$ cat src/rtl/calibration_multi_if.sv
// calibration_multi_if
// Bundles the pixel stream, the host handshake and the calibration results
// of calibration_multi into one interface.
//   master modport (host / pixel source): drives hcount, vcount, is_bright,
//     start; observes busy, done, valid, overflow, marker_count,
//     xo_r, xf_r, yo_r, yf_r.
//   slave modport (calibration_multi): the mirror image.
// Parameters must match the ones given to calibration_multi.
interface calibration_multi_if #(
  parameter int NUM_MARKERS = 4,
  parameter int HW          = 11,
  parameter int VW          = 11
);
  localparam int CW = $clog2(NUM_MARKERS + 1);

  logic [HW-1:0] hcount;
  logic [VW-1:0] vcount;
  logic          is_bright;
  logic          start;
  logic          busy;
  logic          done;
  logic          valid;
  logic          overflow;
  logic [CW-1:0] marker_count;
  logic [HW-1:0] xo_r;
  logic [HW-1:0] xf_r;
  logic [VW-1:0] yo_r;
  logic [VW-1:0] yf_r;

  modport master (
    output hcount, vcount, is_bright, start,
    input  busy, done, valid, overflow, marker_count, xo_r, xf_r, yo_r, yf_r
  );

  modport slave (
    input  hcount, vcount, is_bright, start,
    output busy, done, valid, overflow, marker_count, xo_r, xf_r, yo_r, yf_r
  );
endinterface

$ cat src/rtl/calibration_multi.sv
// calibration_multi
// Tracks up to NUM_MARKERS bright blobs in one raster frame, keeps a bounding
// box per blob, then on host request reduces the blob centres to the
// calibrated screen extents xo_r/xf_r (x min/max) and yo_r/yf_r (y min/max).
// Ports:
//   clk    pixel clock
//   reset  synchronous, active-low reset
//   bus    calibration_multi_if.slave: hcount/vcount/is_bright pixel stream,
//          start request, busy/done/valid/overflow/marker_count status and
//          the four extent registers.
// Optional build macro CAL_AVG_EN: averages the extents over 2^AVG_LOG2
// consecutive frames; without it a single frame is captured.
module calibration_multi #(
  parameter int NUM_MARKERS = 4,
  parameter int HW          = 11,
  parameter int VW          = 11,
  parameter int MINH        = 50,
  parameter int MAXH        = 740,
  parameter int MINV        = 75,
  parameter int MAXV        = 550,
  parameter int MERGE_DIST  = 4,
  parameter int AVG_LOG2    = 2
) (
  input logic              clk,
  input logic              reset,
  calibration_multi_if.slave bus
);
  localparam int CW  = $clog2(NUM_MARKERS + 1);
  localparam int IW  = (NUM_MARKERS > 1) ? $clog2(NUM_MARKERS) : 1;
  localparam int HW1 = HW + 1;
  localparam int VW1 = VW + 1;

  localparam logic [IW-1:0]  LAST_IDX = IW'(NUM_MARKERS - 1);
  localparam logic [CW-1:0]  FULL_CNT = CW'(NUM_MARKERS);
  localparam logic [HW-1:0]  MIN_H    = HW'(MINH);
  localparam logic [HW-1:0]  MAX_H    = HW'(MAXH);
  localparam logic [VW-1:0]  MIN_V    = VW'(MINV);
  localparam logic [VW-1:0]  MAX_V    = VW'(MAXV);
  localparam logic [HW1-1:0] MD_H     = HW1'(MERGE_DIST);
  localparam logic [VW1-1:0] MD_V     = VW1'(MERGE_DIST);

  localparam logic [2:0] IDLE    = 3'd0;
  localparam logic [2:0] ARM     = 3'd1;
  localparam logic [2:0] CAPTURE = 3'd2;
  localparam logic [2:0] REDUCE  = 3'd3;
  localparam logic [2:0] RESULT  = 3'd4;

  logic [2:0]    state;
  logic [IW-1:0] idx;

  logic [NUM_MARKERS-1:0] used;
  logic [HW-1:0] t_left   [NUM_MARKERS];
  logic [HW-1:0] t_right  [NUM_MARKERS];
  logic [VW-1:0] t_top    [NUM_MARKERS];
  logic [VW-1:0] t_bottom [NUM_MARKERS];
  logic          ovf_flag;

  logic [CW-1:0] cnt, cnt_n;
  logic [HW-1:0] min_x, max_x, min_x_n, max_x_n;
  logic [VW-1:0] min_y, max_y, min_y_n, max_y_n;

  logic          done_r, valid_r, ovf_r;
  logic [CW-1:0] count_r;
  logic [HW-1:0] xo, xf;
  logic [VW-1:0] yo, yf;

  logic fb, in_window, clear_trk, last_idx;

  assign fb        = (bus.hcount == '0) && (bus.vcount == '0);
  assign in_window = bus.is_bright &&
                     (bus.hcount > MIN_H) && (bus.hcount < MAX_H) &&
                     (bus.vcount > MIN_V) && (bus.vcount < MAX_V);
  assign last_idx  = (idx == LAST_IDX);

`ifdef CAL_AVG_EN
  localparam int FW = (AVG_LOG2 > 0) ? AVG_LOG2 : 1;
  localparam logic [FW-1:0] LAST_FRAME = FW'((1 << AVG_LOG2) - 1);
  logic [FW-1:0]          fcnt;
  logic                   all_ok;
  logic [HW+AVG_LOG2-1:0] acc_xo, acc_xf;
  logic [VW+AVG_LOG2-1:0] acc_yo, acc_yf;
  // Trackers restart at the first fb and again after every intermediate
  // frame's reduction; the next frame's fb was already consumed by REDUCE.
  assign clear_trk = (state == ARM && fb) ||
                     (state == REDUCE && last_idx && fcnt != LAST_FRAME);
`else
  assign clear_trk = (state == ARM && fb);
`endif

  // hcount >= left-MERGE_DIST is tested as hcount+MERGE_DIST >= left, which
  // is the saturating form without a subtraction; one extra bit avoids wrap.
  logic [NUM_MARKERS-1:0] match;
  always_comb begin
    match = '0;
    for (int i = 0; i < NUM_MARKERS; i++) begin
      match[i] = used[i] &&
                 ({1'b0, bus.hcount} + MD_H >= {1'b0, t_left[i]}) &&
                 ({1'b0, bus.hcount} <= {1'b0, t_right[i]} + MD_H) &&
                 ({1'b0, bus.vcount} <= {1'b0, t_bottom[i]} + MD_V);
    end
  end

  // Descending scan so the lowest matching / lowest free tracker wins.
  logic          hit, free;
  logic [IW-1:0] hit_idx, free_idx;
  always_comb begin
    hit      = 1'b0;
    hit_idx  = '0;
    free     = 1'b0;
    free_idx = '0;
    for (int i = NUM_MARKERS - 1; i >= 0; i--) begin
      if (match[i]) begin
        hit     = 1'b1;
        hit_idx = IW'(i);
      end
      if (!used[i]) begin
        free     = 1'b1;
        free_idx = IW'(i);
      end
    end
  end

  // Blob trackers. Raster is top-down, so a matched pixel always becomes the
  // new bottom and the top never moves after allocation.
  always_ff @(posedge clk) begin
    if (!reset) begin
      used     <= '0;
      ovf_flag <= 1'b0;
    end else if (clear_trk) begin
      used     <= '0;
      ovf_flag <= 1'b0;
    end else if (state == CAPTURE && !fb && in_window) begin
      if (hit) begin
        if (bus.hcount < t_left[hit_idx])  t_left[hit_idx]  <= bus.hcount;
        if (bus.hcount > t_right[hit_idx]) t_right[hit_idx] <= bus.hcount;
        t_bottom[hit_idx] <= bus.vcount;
      end else if (free) begin
        used[free_idx]     <= 1'b1;
        t_left[free_idx]   <= bus.hcount;
        t_right[free_idx]  <= bus.hcount;
        t_top[free_idx]    <= bus.vcount;
        t_bottom[free_idx] <= bus.vcount;
      end else begin
        ovf_flag <= 1'b1;
      end
    end
  end

  // Centre of the tracker under reduction and the updated running min/max.
  logic [HW:0]   sum_x;
  logic [VW:0]   sum_y;
  logic [HW-1:0] cx;
  logic [VW-1:0] cy;
  always_comb begin
    sum_x   = {1'b0, t_left[idx]} + {1'b0, t_right[idx]};
    sum_y   = {1'b0, t_top[idx]} + {1'b0, t_bottom[idx]};
    cx      = HW'(sum_x >> 1);
    cy      = VW'(sum_y >> 1);
    min_x_n = min_x;
    max_x_n = max_x;
    min_y_n = min_y;
    max_y_n = max_y;
    cnt_n   = cnt;
    if (used[idx]) begin
      if (cx < min_x) min_x_n = cx;
      if (cx > max_x) max_x_n = cx;
      if (cy < min_y) min_y_n = cy;
      if (cy > max_y) max_y_n = cy;
      cnt_n = cnt + CW'(1);
    end
  end

  // Control FSM plus the registered result/status outputs.
  always_ff @(posedge clk) begin
    if (!reset) begin
      state   <= IDLE;
      idx     <= '0;
      cnt     <= '0;
      min_x   <= '0;
      max_x   <= '0;
      min_y   <= '0;
      max_y   <= '0;
      done_r  <= 1'b0;
      valid_r <= 1'b0;
      ovf_r   <= 1'b0;
      count_r <= '0;
      xo      <= '0;
      xf      <= '0;
      yo      <= '0;
      yf      <= '0;
`ifdef CAL_AVG_EN
      fcnt    <= '0;
      all_ok  <= 1'b0;
      acc_xo  <= '0;
      acc_xf  <= '0;
      acc_yo  <= '0;
      acc_yf  <= '0;
`endif
    end else begin
      done_r <= 1'b0;
      case (state)
        IDLE: if (bus.start) state <= ARM;
        ARM: begin
          if (fb) begin
            state <= CAPTURE;
`ifdef CAL_AVG_EN
            fcnt   <= '0;
            all_ok <= 1'b1;
            acc_xo <= '0;
            acc_xf <= '0;
            acc_yo <= '0;
            acc_yf <= '0;
`endif
          end
        end
        CAPTURE: begin
          if (fb) begin
            state <= REDUCE;
            idx   <= '0;
            cnt   <= '0;
            min_x <= '1;
            max_x <= '0;
            min_y <= '1;
            max_y <= '0;
          end
        end
        REDUCE: begin
          cnt   <= cnt_n;
          min_x <= min_x_n;
          max_x <= max_x_n;
          min_y <= min_y_n;
          max_y <= max_y_n;
          idx   <= idx + IW'(1);
          if (last_idx) begin
`ifdef CAL_AVG_EN
            acc_xo <= acc_xo + (HW+AVG_LOG2)'(min_x_n);
            acc_xf <= acc_xf + (HW+AVG_LOG2)'(max_x_n);
            acc_yo <= acc_yo + (VW+AVG_LOG2)'(min_y_n);
            acc_yf <= acc_yf + (VW+AVG_LOG2)'(max_y_n);
            all_ok <= all_ok && (cnt_n == FULL_CNT) && !ovf_flag;
            fcnt   <= fcnt + FW'(1);
            state  <= (fcnt == LAST_FRAME) ? RESULT : CAPTURE;
`else
            state <= RESULT;
`endif
          end
        end
        RESULT: begin
          done_r  <= 1'b1;
          count_r <= cnt;
          ovf_r   <= ovf_flag;
`ifdef CAL_AVG_EN
          valid_r <= all_ok;
          if (all_ok) begin
            xo <= HW'(acc_xo >> AVG_LOG2);
            xf <= HW'(acc_xf >> AVG_LOG2);
            yo <= VW'(acc_yo >> AVG_LOG2);
            yf <= VW'(acc_yf >> AVG_LOG2);
          end
`else
          valid_r <= (cnt == FULL_CNT) && !ovf_flag;
          if ((cnt == FULL_CNT) && !ovf_flag) begin
            xo <= min_x;
            xf <= max_x;
            yo <= min_y;
            yf <= max_y;
          end
`endif
          state <= IDLE;
        end
        default: state <= IDLE;
      endcase
    end
  end

  assign bus.busy         = (state != IDLE);
  assign bus.done         = done_r;
  assign bus.valid        = valid_r;
  assign bus.overflow     = ovf_r;
  assign bus.marker_count = count_r;
  assign bus.xo_r         = xo;
  assign bus.xf_r         = xf;
  assign bus.yo_r         = yo;
  assign bus.yf_r         = yf;
endmodule

$ cat src/flat_wrapper.sv
// flat-port wrapper written by rule: the top's interface ports become plain ports
module calibration_multi_flat 
#(
  parameter int NUM_MARKERS = 4,
  parameter int HW          = 11,
  parameter int VW          = 11,
  parameter int MINH        = 50,
  parameter int MAXH        = 740,
  parameter int MINV        = 75,
  parameter int MAXV        = 550,
  parameter int MERGE_DIST  = 4,
  parameter int AVG_LOG2    = 2
)
  (clk, reset, bus_hcount, bus_vcount, bus_is_bright, bus_start, bus_busy, bus_done, bus_valid, bus_overflow, bus_marker_count, bus_xo_r, bus_xf_r, bus_yo_r, bus_yf_r);
  calibration_multi_if #(.NUM_MARKERS(NUM_MARKERS), .HW(HW), .VW(VW)) bus_i ();
  input logic clk;
  input logic reset;
  input wire logic [$bits(bus_i.hcount)-1:0] bus_hcount;
  input wire logic [$bits(bus_i.vcount)-1:0] bus_vcount;
  input wire logic [$bits(bus_i.is_bright)-1:0] bus_is_bright;
  input wire logic [$bits(bus_i.start)-1:0] bus_start;
  output wire logic [$bits(bus_i.busy)-1:0] bus_busy;
  output wire logic [$bits(bus_i.done)-1:0] bus_done;
  output wire logic [$bits(bus_i.valid)-1:0] bus_valid;
  output wire logic [$bits(bus_i.overflow)-1:0] bus_overflow;
  output wire logic [$bits(bus_i.marker_count)-1:0] bus_marker_count;
  output wire logic [$bits(bus_i.xo_r)-1:0] bus_xo_r;
  output wire logic [$bits(bus_i.xf_r)-1:0] bus_xf_r;
  output wire logic [$bits(bus_i.yo_r)-1:0] bus_yo_r;
  output wire logic [$bits(bus_i.yf_r)-1:0] bus_yf_r;
  assign bus_i.hcount = bus_hcount;
  assign bus_i.vcount = bus_vcount;
  assign bus_i.is_bright = bus_is_bright;
  assign bus_i.start = bus_start;
  assign bus_busy = bus_i.busy;
  assign bus_done = bus_i.done;
  assign bus_valid = bus_i.valid;
  assign bus_overflow = bus_i.overflow;
  assign bus_marker_count = bus_i.marker_count;
  assign bus_xo_r = bus_i.xo_r;
  assign bus_xf_r = bus_i.xf_r;
  assign bus_yo_r = bus_i.yo_r;
  assign bus_yf_r = bus_i.yf_r;
  calibration_multi #(.NUM_MARKERS(NUM_MARKERS), .HW(HW), .VW(VW), .MINH(MINH), .MAXH(MAXH), .MINV(MINV), .MAXV(MAXV), .MERGE_DIST(MERGE_DIST), .AVG_LOG2(AVG_LOG2)) u_core (.clk(clk), .reset(reset), .bus(bus_i));
endmodule
$ cat config.mk
export PLATFORM = sky130hd
export DESIGN_NAME = calibration_multi_flat
export DESIGN_NICKNAME = d
export VERILOG_FILES = /design/src/rtl/calibration_multi_if.sv /design/src/rtl/calibration_multi.sv /design/src/flat_wrapper.sv
export SDC_FILE = /design/constraint.sdc
export NUM_CORES = 1
export LEC_CHECK = 0
export BUFFER_PORTS_ARGS = -buffer_cell sky130_fd_sc_hd__buf_2
export CORE_MARGIN = 8
export CORE_UTILIZATION = 50
export CTS_CLUSTER_DIAMETER = 40
export DETAILED_ROUTE_END_ITERATION = 6
export PLACE_DENSITY = 0.78
export RECOVER_POWER = 50
export SKIP_CTS_REPAIR_TIMING = 1
export SLEW_MARGIN = 20
export SYNTH_ARGS = -nofsm -noshare
export SYNTH_HDL_FRONTEND = slang
export SYNTH_SLANG_ARGS = --single-unit
$ cat constraint.sdc
create_clock -name clk -period 7.2 [get_ports clk]
set_input_delay 1.44 -clock clk [delete_from_list [all_inputs] [get_ports clk]]
set_output_delay 1.44 -clock clk [all_outputs]
set_load 0.05 [all_outputs]
== Word level (Yosys, flattened, before mapping) ==
Memories as Yosys holds them, arrays and structs flattened. A register that Yosys moved wholly into a read port is not among the register bits.
Cells that the tools add are included.
Storage, ports and cells
  flip-flop bits (word level): 107
  bits in latches: 0
  bits in writable memories: 176
  bits in read-only memories: 0
  output and inout bits: 51
  logic and storage cells: 206
  memories: 4
Cells by class
  add/subtract/negate cells: 13
  multiply operators: 0
  div/mod/pow operators: 0
  magnitude comparators: 25
  eq/ne operators: 15
  shift operators: 0
  multiplexer cells: 85
  bitwise logic cells: 4
  reductions and logical operators: 43
Memories
  u_core.t_bottom: depth 4, width 11, rd ports 5, clocked after memory_dff 1, write ports 1, line calibration_multi.sv:55  | logic [VW-1:0] t_bottom [NUM_MARKERS];
  u_core.t_left: depth 4, width 11, rd ports 6, clocked after memory_dff 1, write ports 1, line calibration_multi.sv:52  | logic [HW-1:0] t_left [NUM_MARKERS];
  u_core.t_right: depth 4, width 11, rd ports 6, clocked after memory_dff 1, write ports 1, line calibration_multi.sv:53  | logic [HW-1:0] t_right [NUM_MARKERS];
  u_core.t_top: depth 4, width 11, rd ports 1, clocked after memory_dff 1, write ports 1, line calibration_multi.sv:54  | logic [VW-1:0] t_top [NUM_MARKERS];
Operators with widths (number)
  $mux 11: 13
  $add 11x3->12 const B: 9
  $le 11x12->1: 8
  $pmux 11 s2: 4
  $ge 12x11->1: 4
  $mux 2: 20
  $mux 1: 37
  $gt 11x11->1: 3
  $lt 11x11->1: 3
  $reduce_or 11->1: 3
  $add 11x11->12: 2
  $logic_and 1x1->1: 22
  $logic_not 11->1: 2
  $lt 11x10->1 const B: 2
  $reduce_and 4->1: 5
  $mux 3: 6
  $ne 2x1->1 const B: 8
  $pmux 3 s4: 1
  $gt 11x6->1 const B: 1
  $gt 11x7->1 const B: 1
  $reduce_and 3->1: 3
  $eq 3x2->1 const B: 2
  $eq 3x3->1 const B: 2
  $lt 2x3->1 const B: 2
  18 further kinds: 22

== Depth between registers and ports, before layout ==
An unclocked memory read counts as a cell.
  depth in word-level cells: 18
  depth in mapped cells: 26

== Worst setup path before layout ==
OpenSTA, ideal clock, no wires.
  path type: input to register
  start: in bus_hcount[7]
  end: mem u_core.t_left[0][0], enable pin
  setup time: 378 ps
  data arrival time: 6480 ps
  slack: 342 ps
  stages on the path: 25
  buffers on the path: 2
  cells stage by stage: and4_1 -> nand4_1 -> xnor2_1 -> ha_1 -> nand3_1 -> or4_1 -> o21a_1 -> a31oi_1 -> and3_1 -> clkbuf_1 -> a21oi_1 -> nor2_4 -> buf_2 -> mux2i_1 -> mux2i_1 -> ha_1 -> a21o_1 -> a21o_1 -> a21oi_1 -> nor2_1 -> a2111oi_0 -> o41ai_1 -> a31oi_1 -> a21oi_1 -> nor2_1
Between the ends
  word-level cells in the longest chain between the ends: 18
RTL lines
  from (decl): line flat_wrapper.sv:18  | input wire logic [$bits(bus_i.hcount)-1:0] bus_hcount;
  $add 11x3->12: line calibration_multi.sv:97  | ({1'b0, bus.hcount} + MD_H >= {1'b0, t_left[i]}) &&
  $ge 12x11->1: line calibration_multi.sv:97
  $logic_and 1x1->1: line calibration_multi.sv:96  | match[i] = used[i] &&
  $logic_and 1x1->1: line calibration_multi.sv:97
  $logic_and 1x1->1: line calibration_multi.sv:98  | ({1'b0, bus.hcount} <= {1'b0, t_right[i]} + MD_H) &&
  $mux 2 (4 in series): line calibration_multi.sv:112  | if (match[i]) begin
  $mem_v2 4x11
  $lt 11x11->1: line calibration_multi.sv:134  | if (bus.hcount < t_left[hit_idx]) t_left[hit_idx] <= bus.hcount;
  $mux 1: line calibration_multi.sv:134
  $mux 1: line calibration_multi.sv:133  | if (hit) begin
  $mux 1: line calibration_multi.sv:132  | end else if (state == CAPTURE && !fb && in_window) begin
  $mux 1: line calibration_multi.sv:129  | end else if (clear_trk) begin
  $mux 1: line calibration_multi.sv:126  | if (!reset) begin
  $mux 1 (not written as such): line calibration_multi.sv:134
  $mux 1 (no source line)
  to (decl): line calibration_multi.sv:52
Parallel ways exist; a longest one is shown, timed or not.

== Final worst setup path ==
  start: in bus_hcount[10]
  end: mem u_core.t_right[1][6], enable pin
Between the ends
  word-level cells in the longest chain between the ends: 18
RTL lines
  $add 11x3->12: line calibration_multi.sv:97
  $ge 12x11->1: line calibration_multi.sv:97
  $logic_and 1x1->1: line calibration_multi.sv:96
  $logic_and 1x1->1: line calibration_multi.sv:97
  $logic_and 1x1->1: line calibration_multi.sv:98
  $mux 2 (4 in series): line calibration_multi.sv:112
  $mem_v2 4x11
  $gt 11x11->1: line calibration_multi.sv:135  | if (bus.hcount > t_right[hit_idx]) t_right[hit_idx] <= bus.hcount;
  $mux 1: line calibration_multi.sv:135
  $mux 1: line calibration_multi.sv:133
  $mux 1: line calibration_multi.sv:132
  $mux 1: line calibration_multi.sv:129
  $mux 1: line calibration_multi.sv:126
  $mux 1 (not written as such): line calibration_multi.sv:135
  $mux 1 (no source line)
  to (decl): line calibration_multi.sv:53
Parallel ways exist; a longest one is shown, timed or not.

==> results by group <==
Place
  – Detail Placement HPWL: about 39000 µm
  – RD Place Congestion: 1.02
  – Placed cell area: 19600 µm²
  – # port buffers: 76

Clock network
  – Clock sinks: 285
  – CTS Buf Count: 42
  – CTS tree: yes
  – CTS H-Tree Depth: 2
  – Clock Tree Root: clkbuf_16
  – Clock latency on the worst-skew pair: 0.56 ns
  – Reg clk slew, reported paths: approximately 0.05 ns
  – Clk buf depth: 3

Global route
  – Tot GR Track Use: 0.230
  – First-pass GRT wire length: ~80000 µm
  – Initial antenna violation count: 0
  – Vias in the first global route: between 10000 and 15000
  – Largest net degree at the start of global routing: 104
  – Gr ovfl total: 0

Hold path
  – Hold Path Depth: 2
  – Min-delay src: u_core.bus.yf_r[4]$_SDFFE_PN0P_
  – Hold Path Sink: u_core.bus.yf_r[4]$_SDFFE_PN0P_
  – HP Class: flip-flop to flip-flop

Critical path
  – WP data arrival: 7.06 ns
  – CP endpoint kind: flip-flop
  – Reg-to-Reg Start: u_core.t_right[1][4]$_DFFE_PP_
  – R2R setup slack: 0.53 ns
  – Crit start category: input pin
  – Critical path required time: 7.35 ns
  – Critical setup path kind: input pin to flip-flop
  – FF-to-FF End: u_core.t_right[1][6]$_DFFE_PP_
  – CP Max Fanout: 11
  – Reg2reg path depth: 25

Cells and area
  – N_diodes: 0
  – Area grow syn2layout: 13.9%
  – Final instance area: 20800 µm²
  – Filler cell count: 2926
  – Net count reported at finish: 2095
  – Commonest non-fill, non-tap cells in the layout: 228 x ha_1, 176 x edfxtp_1, 161 x nand2_1
  – Commonest non-fill, non-tap cell in the layout: ha_1
  – Layout cells sized above 1: 0.127

Floorplanning
  – Die area: between 40000 and 50000 µm²
  – Effective utilization at floorplan: 0.504
  – # rows: 70
  – Die Y: slightly above 200 µm
  – Number of I/O pins: 77
  – Die X-Extent: 207 µm
  – Core ar.: 36300 µm²

STA
  – Fmax achieved: 145 MHz
  – Layout Skew: 0.0347 ns
  – Fin. Hold Viols: 0
  – Measured slew at the worst slew-check pin: between 3 and 4 ns
  – Tmin final: 6.91 ns
  – Setup TNS: 0 ns
  – Worst slew margin relative to its limit: -1.43
  – Final-report setup violation count: 0
  – Final Cycle Share: 0.960
  – Final Max Slew Viols: between 100 and 150
  – RSZ-0062 raised after global routing: false

Route
  – Initial DRC Count: 1468
  – Vias: 14600
  – Mean routed wirelength per cell: roughly 22 µm
  – Drt total wl: 50900 µm
  – 1st-pass router iterations: 5
  – Final antenna-violating net count: 0
  – DR vias/cell: 6.25
  – Post-route DRC: 0

Status
  – Outcome: complete, but fails checks
  – Failing checks: max-capacitance violations, max-slew violations

Power
  – Leakage: 7.88 nW
  – Pwr per Cell Area: ~190 nW/µm²
  – Flop pwr share: 0.439
  – Switching part of the total: 0.241
  – Proportion of power drawn by combinational gates: 0.051
  – Sw Pwr: around 0.95 mW
  – Clock power share: 0.510
  – Internal power: about 3.0 mW
  – Peak VDD IR: 138 µV

Synth
  – Post-Syn Nets: 1966
  – Post-synth EDFFs: 176
  – Synth Area per Inst: 10.7 µm²
  – Synth Flop Type: edfxtp_1
  – Seq/Total Area, Yosys: 0.408
  – Async set-reset flop share out of synthesis: 0
  – Synth warn: 0
  – Netlist cell types: 76
  – #FFs+latches synth: 285
  – Synthesized area: 18300 µm²
  – Post-Syn Instances: 1710

Run
  – MaxCap Viol Count: 1
==> power by group through the flow <==
stage,Clock [mW],Combinational (mW),Sequential [mW]
after global placement,0,0.192,1.77
after global routing,2.09,0.221,1.73
after CTS,2.03,0.201,1.73
after floorplan,0,0.102,1.77
after detailed placement,0,0.199,1.77
final,2.01,0.201,1.73
==> per-layer routing <==
| metal | global-route usage | routed length [µm] |
|---|---|---|
| met1 | 0.308 | 21900 |
| met2 | 0.362 | 22600 |
| met3 | 0.0486 | 4680 |
| met4 | 0.0853 | 1750 |
| met5 | 0 | 0 |
==> registers in the layout, summed over array words and instances, names as in the netlist, 4 cells and up, named ones only <==
signal / count
u_core.t_bottom: 44
u_core.t_left: 44
u_core.t_right: 44
u_core.t_top: 44
u_core.bus.xf_r: 11
u_core.bus.xo_r: 11
u_core.bus.yf_r: 11
u_core.bus.yo_r: 11
u_core.max_x: 11
u_core.max_y: 11
u_core.min_x: 11
u_core.min_y: 11
u_core.used: 4
==> synth_stat cells, types with 47 or more instances <==
cell type,instances,area share
dfxtp_1,109,0.12
a21oi_1,64,0.018
edfxtp_1,176,0.29
ha_1,228,0.16
inv_1,129,0.026
nand2_1,161,0.033
a21boi_0,50,0.021
nor2_1,67,0.014
o21ai_0,47,0.013
xor2_1,48,0.023
mux2i_1,58,0.032
nand3_1,60,0.016
==> cells by family after synthesis <==
family	after synthesis	synth area share
adders and majority gates	230	0.158
DFF	285	0.408
buffers and inverters	180	0.0386
AOI/OAI and AO/OA	340	0.133
and+or+nand+nor	487	0.134
xor gates and xnor gates	77	0.0368
muxes	111	0.0908
==> worst max-delay path by stage <==
stage,from,end,slack [ns]
after floorplan,bus_hcount[7],u_core.t_left[0][0]$_DFFE_PP_,0.34
after global placement,bus_hcount[3],u_core.t_left[0][6]$_DFFE_PP_,0.28
after detailed placement,bus_hcount[4],u_core.t_left[0][10]$_DFFE_PP_,0.08
after CTS,bus_hcount[4],u_core.t_right[2][1]$_DFFE_PP_,0.49
after global routing,bus_hcount[4],u_core.t_right[0][1]$_DFFE_PP_,0.10
final,bus_hcount[10],u_core.t_right[1][6]$_DFFE_PP_,0.29
==> critical path, cell delays in order <==
cell and delay, ns:
clkbuf_1 0.55, xnor2_1 0.20, buf_4 0.19, ha_1 0.28, nand3_1 0.10, a21oi_1 0.15, a211oi_1 0.08, buf_4 0.17
nor3_1 0.63, a21oi_1 0.19, or2_2 0.38, buf_4 0.18, mux2i_1 0.20, mux2i_1 0.13, ha_1 0.31, nor2b_1 0.16
o21a_1 0.13, o21a_1 0.13, o21ai_0 0.12, nand2b_1 0.10, a21oi_1 0.06, o211ai_1 0.17, a31oi_1 0.21, nor2_1 0.78
==> final cells by class <==
| type | instances | area, µm² | area share |
|---|---|---|---|
| clock inverters | 30 | 310 | 0.0149 |
| repair buffers | 136 | 759 | 0.0364 |
| well taps | 468 | 586 | 0.0281 |
| flip-flops and latches | 285 | 7470 | 0.358 |
| inverters | 129 | 484 | 0.0232 |
| clock buffers | 47 | 1080 | 0.0518 |
| multi-input cells | 1245 | 10100 | 0.487 |
==> stage by stage <==
step	setup slack [ns]	power (mW)	std cells	util	hold WS (ns)
after floorplan	0.342	1.87	1710	-	0.441
after global placement	0.280	1.96	2263	0.538	0.451
after detailed placement	0.0780	1.97	2263	0.538	0.458
after CTS	0.485	3.97	2340	0.576	0.466
after global routing	0.103	4.04	2340	0.573	0.493
final	0.287	3.95	2340	0.573	0.463
Power figures use the tool's default switching activity.
